[src/rtl/rf_pkg.sv]
// Shared constants for the decode-stage register file and its write decoder.
package rf_pkg;
    localparam int DEF_DATA_W   = 16;
    localparam int DEF_NUM_REGS = 16;
    localparam int ZERO_IDX     = 0;
endpackage

[src/rtl/wr_decoder.sv]
// Enable + address to one-hot wordline; bit ZERO_IDX is masked when ZERO_REG is set.
module wr_decoder
    import rf_pkg::*;
#(
    parameter int ADDR_W   = 4,
    parameter int ZERO_REG = 1
) (
    input  logic                   en,
    input  logic [ADDR_W-1:0]      addr,
    output logic [(1<<ADDR_W)-1:0] wordLine
);

    always_comb begin
        wordLine = '0;
        if (en) begin
            wordLine[addr] = 1'b1;
        end
        if (ZERO_REG != 0) begin
            wordLine[ZERO_IDX] = 1'b0;
        end
    end

endmodule

[src/rtl/reg_file_sb.sv]
// Decode-stage register file: storage, two bypassed read ports, busy scoreboard and issue stall.
module reg_file_sb
    import rf_pkg::*;
#(
    parameter int DATA_W   = DEF_DATA_W,
    parameter int NUM_REGS = DEF_NUM_REGS,
    parameter int ZERO_REG = 1,
    parameter int BYPASS   = 1,
    localparam int ADDR_W  = $clog2(NUM_REGS)
) (
    input  logic                clk,
    input  logic                rst,
    input  logic                wr_en,
    input  logic [ADDR_W-1:0]   wr_addr,
    input  logic [DATA_W-1:0]   wr_data,
    input  logic [ADDR_W-1:0]   rd_addr_a,
    input  logic [ADDR_W-1:0]   rd_addr_b,
    output logic [DATA_W-1:0]   rd_data_a,
    output logic [DATA_W-1:0]   rd_data_b,
    input  logic                iss_en,
    input  logic [ADDR_W-1:0]   iss_dst,
    input  logic [ADDR_W-1:0]   iss_src_a,
    input  logic [ADDR_W-1:0]   iss_src_b,
    output logic                stall,
    output logic [NUM_REGS-1:0] busy
);

    typedef logic [NUM_REGS-1:0][DATA_W-1:0] regArr_t;

    regArr_t             regs;
    logic [NUM_REGS-1:0] wrLine;
    logic [NUM_REGS-1:0] setLine;
    logic [NUM_REGS-1:0] clrLine;
    logic [NUM_REGS-1:0] liveMask;
    logic [NUM_REGS-1:0] effBusy;
    logic [NUM_REGS-1:0] busyNext;
    logic                stallInt;

    // The wordline already excludes the zero register, so it doubles as the bypass-hit vector.
    function automatic logic [DATA_W-1:0] readPort(
        input logic [ADDR_W-1:0]   a,
        input regArr_t             r,
        input logic [NUM_REGS-1:0] w,
        input logic [DATA_W-1:0]   d
    );
        logic [DATA_W-1:0] v;
        v = r[a];
        if (ZERO_REG != 0 && a == ADDR_W'(ZERO_IDX)) begin
            v = '0;
        end
        if (BYPASS != 0 && w[a]) begin
            v = d;
        end
        return v;
    endfunction

    wr_decoder #(.ADDR_W(ADDR_W), .ZERO_REG(ZERO_REG)) uWrDec (
        .en       (wr_en),
        .addr     (wr_addr),
        .wordLine (wrLine)
    );

    wr_decoder #(.ADDR_W(ADDR_W), .ZERO_REG(ZERO_REG)) uIssDec (
        .en       (iss_en & ~stallInt),
        .addr     (iss_dst),
        .wordLine (setLine)
    );

    always_ff @(posedge clk) begin
        if (rst) begin
            regs <= '0;
        end else begin
            for (int i = 0; i < NUM_REGS; i++) begin
                if (wrLine[i]) begin
                    regs[i] <= wr_data;
                end
            end
        end
    end

    always_comb begin
        rd_data_a = readPort(rd_addr_a, regs, wrLine, wr_data);
        rd_data_b = readPort(rd_addr_b, regs, wrLine, wr_data);
    end

    always_comb begin
        liveMask = '1;
        if (ZERO_REG != 0) begin
            liveMask[ZERO_IDX] = 1'b0;
        end
        clrLine  = (BYPASS != 0) ? wrLine : '0;
        effBusy  = busy & ~clrLine & liveMask;
        stallInt = iss_en & (effBusy[iss_src_a] | effBusy[iss_src_b] | effBusy[iss_dst]);
        // Set after clear: a same-cycle new producer keeps the register busy.
        busyNext = ((busy & ~wrLine) | setLine) & liveMask;
    end

    assign stall = stallInt;

    always_ff @(posedge clk) begin
        if (rst) begin
            busy <= '0;
        end else begin
            busy <= busyNext;
        end
    end

endmodule

[config.mk]
export PLATFORM = sky130hd
export DESIGN_NAME = reg_file_sb
export DESIGN_NICKNAME = d
export VERILOG_FILES = /design/src/rtl/rf_pkg.sv /design/src/rtl/wr_decoder.sv /design/src/rtl/reg_file_sb.sv
export SDC_FILE = /design/constraint.sdc
export NUM_CORES = 1
export LEC_CHECK = 0
export CAP_MARGIN = 5
export CORE_UTILIZATION = 38
export DETAILED_ROUTE_END_ITERATION = 12
export SLEW_MARGIN = 40
export SYNTH_ARGS = -nofsm -noshare
export SYNTH_HDL_FRONTEND = slang
export SYNTH_SLANG_ARGS = --single-unit
[constraint.sdc]
create_clock -name clk -period 6.6 [get_ports clk]
set_input_delay 0.99 -clock clk [delete_from_list [all_inputs] [get_ports clk]]
set_output_delay 0.99 -clock clk [all_outputs]
set_load 0.01 [all_outputs]
# Word level (Yosys, flattened, before mapping)
# Index checks and enable logic that the tools add are counted.
word_totals:
  ff_bits: 256
  out_inout_bits: 49
classes:
  magnitude_cmp: 8
  mux: 24
  bitwise: 8
  n_reduce_logical: 4
ops:
  columns: ["cell", "n"]
  rows:
  - ["binary-select mux 16 bit (select 4 bit)", 2]
  - ["two-way mux 16 bit", 8]
  - ["less-than comparator 4 x 5 -> 1 bit, second input constant", 6]
  - ["binary-select mux 1 bit (select 4 bit)", 5]
  - ["AND 16 bit", 1]
  - ["NOT 16 bit", 1]
  - ["OR 16 bit", 1]
  - ["demux 1 bit (select 4 bit)", 2]
  - [">= comparator 4 x 1 -> 1 bit, second input constant", 2]
  - ["logical NOT 4 bit", 2]
  - ["two-way mux 1 bit", 7]
  - ["AND 1 bit", 2]
  - ["logical AND 1 bit", 2]
  - ["OR 1 bit", 2]
  - ["NOT 1 bit", 1]

# Logic depth before layout (Yosys ltp)
depth:
  word_depth: 16
  mapped_depth: 10
  ltp_nobuf: 6

# By module
# Synthesis repeated with hierarchy kept, for this count alone.
unflattened:
  hier_cells: 1366
  area_unflattened_um2: 14998.1
by_module_without_submodules:
  columns: ["mod", "instances", "cells_per_inst", "area_each_um2", "seq_area_each_um2"]
  rows:
  - ["reg_file_sb", 1, 1318, 14765.4, 5425.2]
  - ["wr_decoder", 2, 24, 116.4, 0.0]

# Worst setup path before layout
# Ideal clock, no wire load.
synth_timing:
  kind: "input-to-output"
  startpoint: "input rd_addr_b[0]"
  endpoint: "output rd_data_b[11]"
  arrival_ps: 2907
  required_ps: 5610
  slack_ps: 2703
  cell_stages: 6
  path_buffers: 3
  cell_sequence: "buf_2 > buf_2 > clkbuf_1 > mux4_2 > mux4_2 > mux2_2"
synth_via:
  elab_chain_cells: 4
synth_rtl:
  columns: ["element", "line", "rtl"]
  rows:
  - ["start, declared", "reg_file_sb.sv:17", "input logic [ADDR_W-1:0] rd_addr_b,"]
  - ["binary-select mux 16 bit (select 4 bit)", "reg_file_sb.sv:47", "v = r[a];"]
  - ["two-way mux 16 bit (not written as such)", "reg_file_sb.sv:47", null]
  - ["two-way mux 16 bit", "reg_file_sb.sv:48", "if (ZERO_REG != 0 && a == ADDR_W'(ZERO_IDX)) begin"]
  - ["two-way mux 16 bit (*)", "reg_file_sb.sv:51", "if (BYPASS != 0 && w[a]) begin"]
  - ["end, declared", "reg_file_sb.sv:19", "output logic [DATA_W-1:0] rd_data_b,"]
# Every way passes the cells marked *; elsewhere a longest branch is shown, timed or not. The select of a mux whose other input is x is not followed.

# Worst setup path after layout
layout_timing:
  startpoint: "input wr_addr[1]"
  endpoint: "output stall"
layout_via:
  elab_chain_cells: 12
layout_rtl:
  columns: ["element", "line", "rtl"]
  rows:
  - ["start, declared", "reg_file_sb.sv:14", "input logic [ADDR_W-1:0] wr_addr,"]
  - ["less-than comparator 4 x 5 -> 1 bit (not written as such) or >= comparator 4 x 1 -> 1 bit (tied branches)", "wr_decoder.sv:16", "wordLine[addr] = 1'b1;"]
  - ["logical AND 1 bit (not written as such)", "wr_decoder.sv:16", null]
  - ["two-way mux 1 bit (not written as such)", "wr_decoder.sv:16", null]
  - ["demux 1 bit (select 4 bit) (*)", null, null]
  - ["two-way mux 16 bit (*)", "wr_decoder.sv:15", "if (en) begin"]
  - ["NOT 16 bit (*)", "reg_file_sb.sv:92", "effBusy = busy & ~clrLine & liveMask;"]
  - ["AND 16 bit (*)", "reg_file_sb.sv:92", null]
  - ["binary-select mux 1 bit (select 4 bit)", "reg_file_sb.sv:93", "stallInt = iss_en & (effBusy[iss_src_a] | effBusy[iss_src_b] | effBusy[iss_dst]);"]
  - ["two-way mux 1 bit (not written as such)", "reg_file_sb.sv:93", null]
  - ["OR 1 bit", "reg_file_sb.sv:93", null]
  - ["OR 1 bit (*)", "reg_file_sb.sv:93", null]
  - ["AND 1 bit (*)", "reg_file_sb.sv:93", null]
  - ["end, declared", "reg_file_sb.sv:24", "output logic stall,"]
# Marks and branches as above.

==> metrics.log <==
INFO  metric synth_seq_area_share = 0.366
INFO  metric critPathMaxFanout = 16
INFO  metric grt_pass1_vias = between 10000 and 15000
INFO  metric dominantRegCellSynth = sky130_fd_sc_hd__dfxtp_1
INFO  metric post-route-period-util = 0.807
INFO  metric synth-edff-count = 0
INFO  metric hpwl = around 30000 um
INFO  metric gpl.final_weighted_congestion = ~0.88
INFO  metric ant_diodes = 0
INFO  metric mappedNetlistArea = 0.0140 sq mm
INFO  metric power_density = 225 mW/mm^2
INFO  metric via_per_inst = 5.95
INFO  metric clock-root-buffer = sky130_fd_sc_hd__clkbuf_16
INFO  metric regToRegEndpoint = busy[2]
INFO  metric post_route_cells_drive_above_1_share = 0.193
INFO  metric cts.clk_slew.worst_paths = ~0.060 ns
INFO  metric syn2layout_area_growth = 14.8%
INFO  metric dr_total_vias = roughly 12000
INFO  metric synth-async-reset-ratio = 0
INFO  metric globalRoute.totalOverflow = 0
INFO  metric drt_first_iter_violations = 1379
INFO  metric cts.repair.resized = 0
INFO  metric design.portCount = 93
INFO  metric synth-seq-cells = 255
INFO  metric fin_skew = 0.00959 ns
INFO  metric yosysTopAreaCellShare = 0.366
INFO  metric status = finished clean
INFO  metric reg2reg_slack = 4.55 ns
INFO  metric setup_tns = 0 ns
INFO  metric final_period_minus_worst_setup_slack = ~5.3 ns
INFO  metric syn_avg_cell_area = a little under 9 sq um
INFO  metric tritoncts.num_buffers = 28
INFO  metric syn-instance-count = roughly 1600
INFO  metric holdBufCountCts = 0
INFO  metric grt_pass1_wl = approximately 74000 um
INFO  metric maxCapViolCount = 0
INFO  metric globalRouteTotalUtil = 0.258
INFO  metric placementRows = 69
INFO  metric core-area = between 0.03 and 0.04 sq mm
INFO  metric timing.final.max_slew_violations = 0
INFO  metric timing.final.hold_violations = 0
INFO  metric synth_top_cell_by_area = sky130_fd_sc_hd__dfxtp_1
INFO  metric final_antenna_net_count = 0
INFO  metric max_freq = 188 MHz
INFO  metric number_of_antenna_violations_at_the_first_check_in_global_routing = 0
INFO  metric most_frequently_used_cell_type_in_the_post_synthesis_netlist = sky130_fd_sc_hd__nand2_1
INFO  metric yosys-top-cells-area = sky130_fd_sc_hd__dfxtp_1 (37%), sky130_fd_sc_hd__mux4_2 (19%), sky130_fd_sc_hd__nand2_1 (14%)
INFO  metric kind_of_end_point_of_the_critical_path = primary output
INFO  metric commonest_cells_post_synth = sky130_fd_sc_hd__nand2_1 (526), sky130_fd_sc_hd__a21oi_1 (257), sky130_fd_sc_hd__dfxtp_1 (255)
INFO  metric ys_types = between 50 and 60
INFO  metric setup_repair_after_global_routing_missed_its_margin = no
INFO  metric cts.repair_timing.setup_buffer_count = 0
INFO  metric clock-sinks = ~260
INFO  metric regToRegStartpoint = busy[13]
INFO  metric buffers_added_on_ports = 91
INFO  metric cts_buffer_depth = 3
INFO  metric worstSetupEndpoint = stall
INFO  metric setup.worst_path.start = wr_addr[1]
INFO  metric die_span_y = 194 um
INFO  metric cts_htree_levels = 1
INFO  metric rr_worst_depth = 5
INFO  metric crit_path_category = in -> out
INFO  metric placed_cells = slightly above 2000
INFO  metric synthesis.nets = between 1500 and 2000
INFO  metric post_layout_nonfiller_instances = about 2100
INFO  metric finalSetupViolations = 0
INFO  metric die-width = about 190 um
INFO  metric cp_data_arrival_time = 4.34 ns
INFO  metric cts_tree = built
INFO  metric route.final.wire_length = between 40000 and 50000 um
INFO  metric clock_insertion_delay_worst_skew = roughly 0.55 ns
INFO  metric hold_class = reg -> reg
INFO  metric leakagePower = around 5.2 nW
INFO  metric dr.pass1.iters = 5
INFO  metric post_drt_wl_per_cell = about 24 um
INFO  metric count_of_warnings_emitted_by_yosys = 0
INFO  metric drt_drc_violations_left = 0
INFO  metric worst_ep_required_time = 5.61 ns
INFO  metric initial_core_util = 0.390
INFO  metric grt_start_max_net_pins = 98
INFO  metric worst_slew_margin_rel = 0.440
INFO  metric start_kind = input pin
INFO  metric die_area = about 0.038 sq mm
INFO  metric worst_slew_pin_slew = about 0.84 ns
INFO  metric final_nets = 1639
INFO  metric irDropWorstVdd = 121 uV
## cells by family after synthesis
kind of cell / count (synthesis) / share of synthesized area
buffers and inverters: 164 / 0.0506
AND/OR/NAND/NOR: 623 / 0.180
AO/OA/AOI/OAI: 354 / 0.147
other: 1 / 0.000269
flip-flops: 255 / 0.366
multiplexers: 196 / 0.252
XOR/XNOR: 6 / 0.00376
## worst min-delay path by stage
stage / from / to / slack (ns) / depth (start not counted)
2_1_floorplan: regs[48] / regs[48] / 0.44 / 2
3_3_place_gp: regs[48] / regs[48] / 0.45 / 2
3_5_place_dp: regs[62] / regs[62] / 0.46 / 2
4_1_cts: regs[62] / regs[62] / 0.47 / 2
5_1_grt: regs[249] / regs[249] / 0.48 / 2
6_report: regs[131] / regs[131] / 0.46 / 2
## final cells by class
| cell class | instances | area, sq um |
|---|---|---|
| clock buffers | 38 | 820 |
| clock inverters | 12 | 140 |
| fillers | 3448 | 19800 |
| inverters | 8 | 30.0 |
| multi-input cells | 1180 | 8210 |
| flip-flops and latches | 255 | 5100 |
| well taps | 461 | 577 |
| repair buffers | 122 | 1140 |
## worst max-delay path, stage by stage
cell and delay [ns]:
sky130_fd_sc_hd__clkdlybuf4s50_1 0.83, sky130_fd_sc_hd__or2b_1 0.36, sky130_fd_sc_hd__o21ai_1 0.21, sky130_fd_sc_hd__mux4_2 0.49, sky130_fd_sc_hd__a2111o_1 0.46, sky130_fd_sc_hd__nand4_4 0.26, sky130_fd_sc_hd__o31a_1 0.19, sky130_fd_sc_hd__clkdlybuf4s50_1 0.53
## power breakdown
part	internal, mW	total [mW]	switching (mW)	leakage [nW]
clock	0.981	1.65	0.666	0.474
combinational	0.137	0.377	0.240	2.67
sequential	1.56	1.57	0.0144	2.06
total	2.68	3.60	0.921	5.20
## flip-flops by register name, indices dropped and copies added, names as in the netlist
name,flops
busy,15
regs,240
## per-stage QoR
stage | hold slack (ns) | util | power [mW] | worst slack [ns] | area, sq um
CTS | 0.466 | 0.447 | 3.61 | 1.28 | 16000
detailed placement | 0.458 | 0.420 | 1.98 | 1.29 | 15100
finish | 0.465 | 0.447 | 3.60 | 1.27 | 16000
floorplan | 0.442 | - | 1.85 | 2.70 | 14000
global placement | 0.448 | 0.419 | 1.97 | 1.41 | 15000
global route | 0.484 | 0.447 | 3.70 | 1.09 | 16000
## metal layers
layer	share of wire	global-route usage
met4	0.030	0.0907
met1	0.41	0.338
met2	0.48	0.433
met3	0.081	0.0379
met5	0	0
## layout by cell type, fill, tap and decap left out, types with 5 or more instances in the layout
cell | synthesis | routed
sky130_fd_sc_hd__nand2_1 | 526 | 518
sky130_fd_sc_hd__a21oi_1 | 257 | 257
sky130_fd_sc_hd__dfxtp_1 | 255 | 255
sky130_fd_sc_hd__mux4_2 | 117 | 117
sky130_fd_sc_hd__clkdlybuf4s50_1 | 0 | 84
sky130_fd_sc_hd__mux2_2 | 76 | 76
sky130_fd_sc_hd__nor2_1 | 36 | 34
sky130_fd_sc_hd__buf_4 | 7 | 31
sky130_fd_sc_hd__clkbuf_16 | 0 | 29
sky130_fd_sc_hd__a22o_1 | 20 | 20
sky130_fd_sc_hd__a22oi_1 | 15 | 15
sky130_fd_sc_hd__o21ai_0 | 15 | 15
sky130_fd_sc_hd__nor3_1 | 10 | 10
sky130_fd_sc_hd__nand4_1 | 9 | 9
sky130_fd_sc_hd__o22ai_2 | 9 | 9
sky130_fd_sc_hd__inv_1 | 8 | 8
sky130_fd_sc_hd__nand2_2 | 0 | 8
sky130_fd_sc_hd__o21ai_1 | 8 | 7
sky130_fd_sc_hd__clkbuf_8 | 0 | 7
sky130_fd_sc_hd__clkinv_2 | 0 | 7
sky130_fd_sc_hd__nand3_1 | 10 | 6
sky130_fd_sc_hd__nand3_2 | 2 | 6
sky130_fd_sc_hd__nor2b_1 | 5 | 5
sky130_fd_sc_hd__xnor2_1 | 5 | 5
sky130_fd_sc_hd__o22ai_1 | 5 | 5
Note: power is estimated with default switching activity, not from simulation.
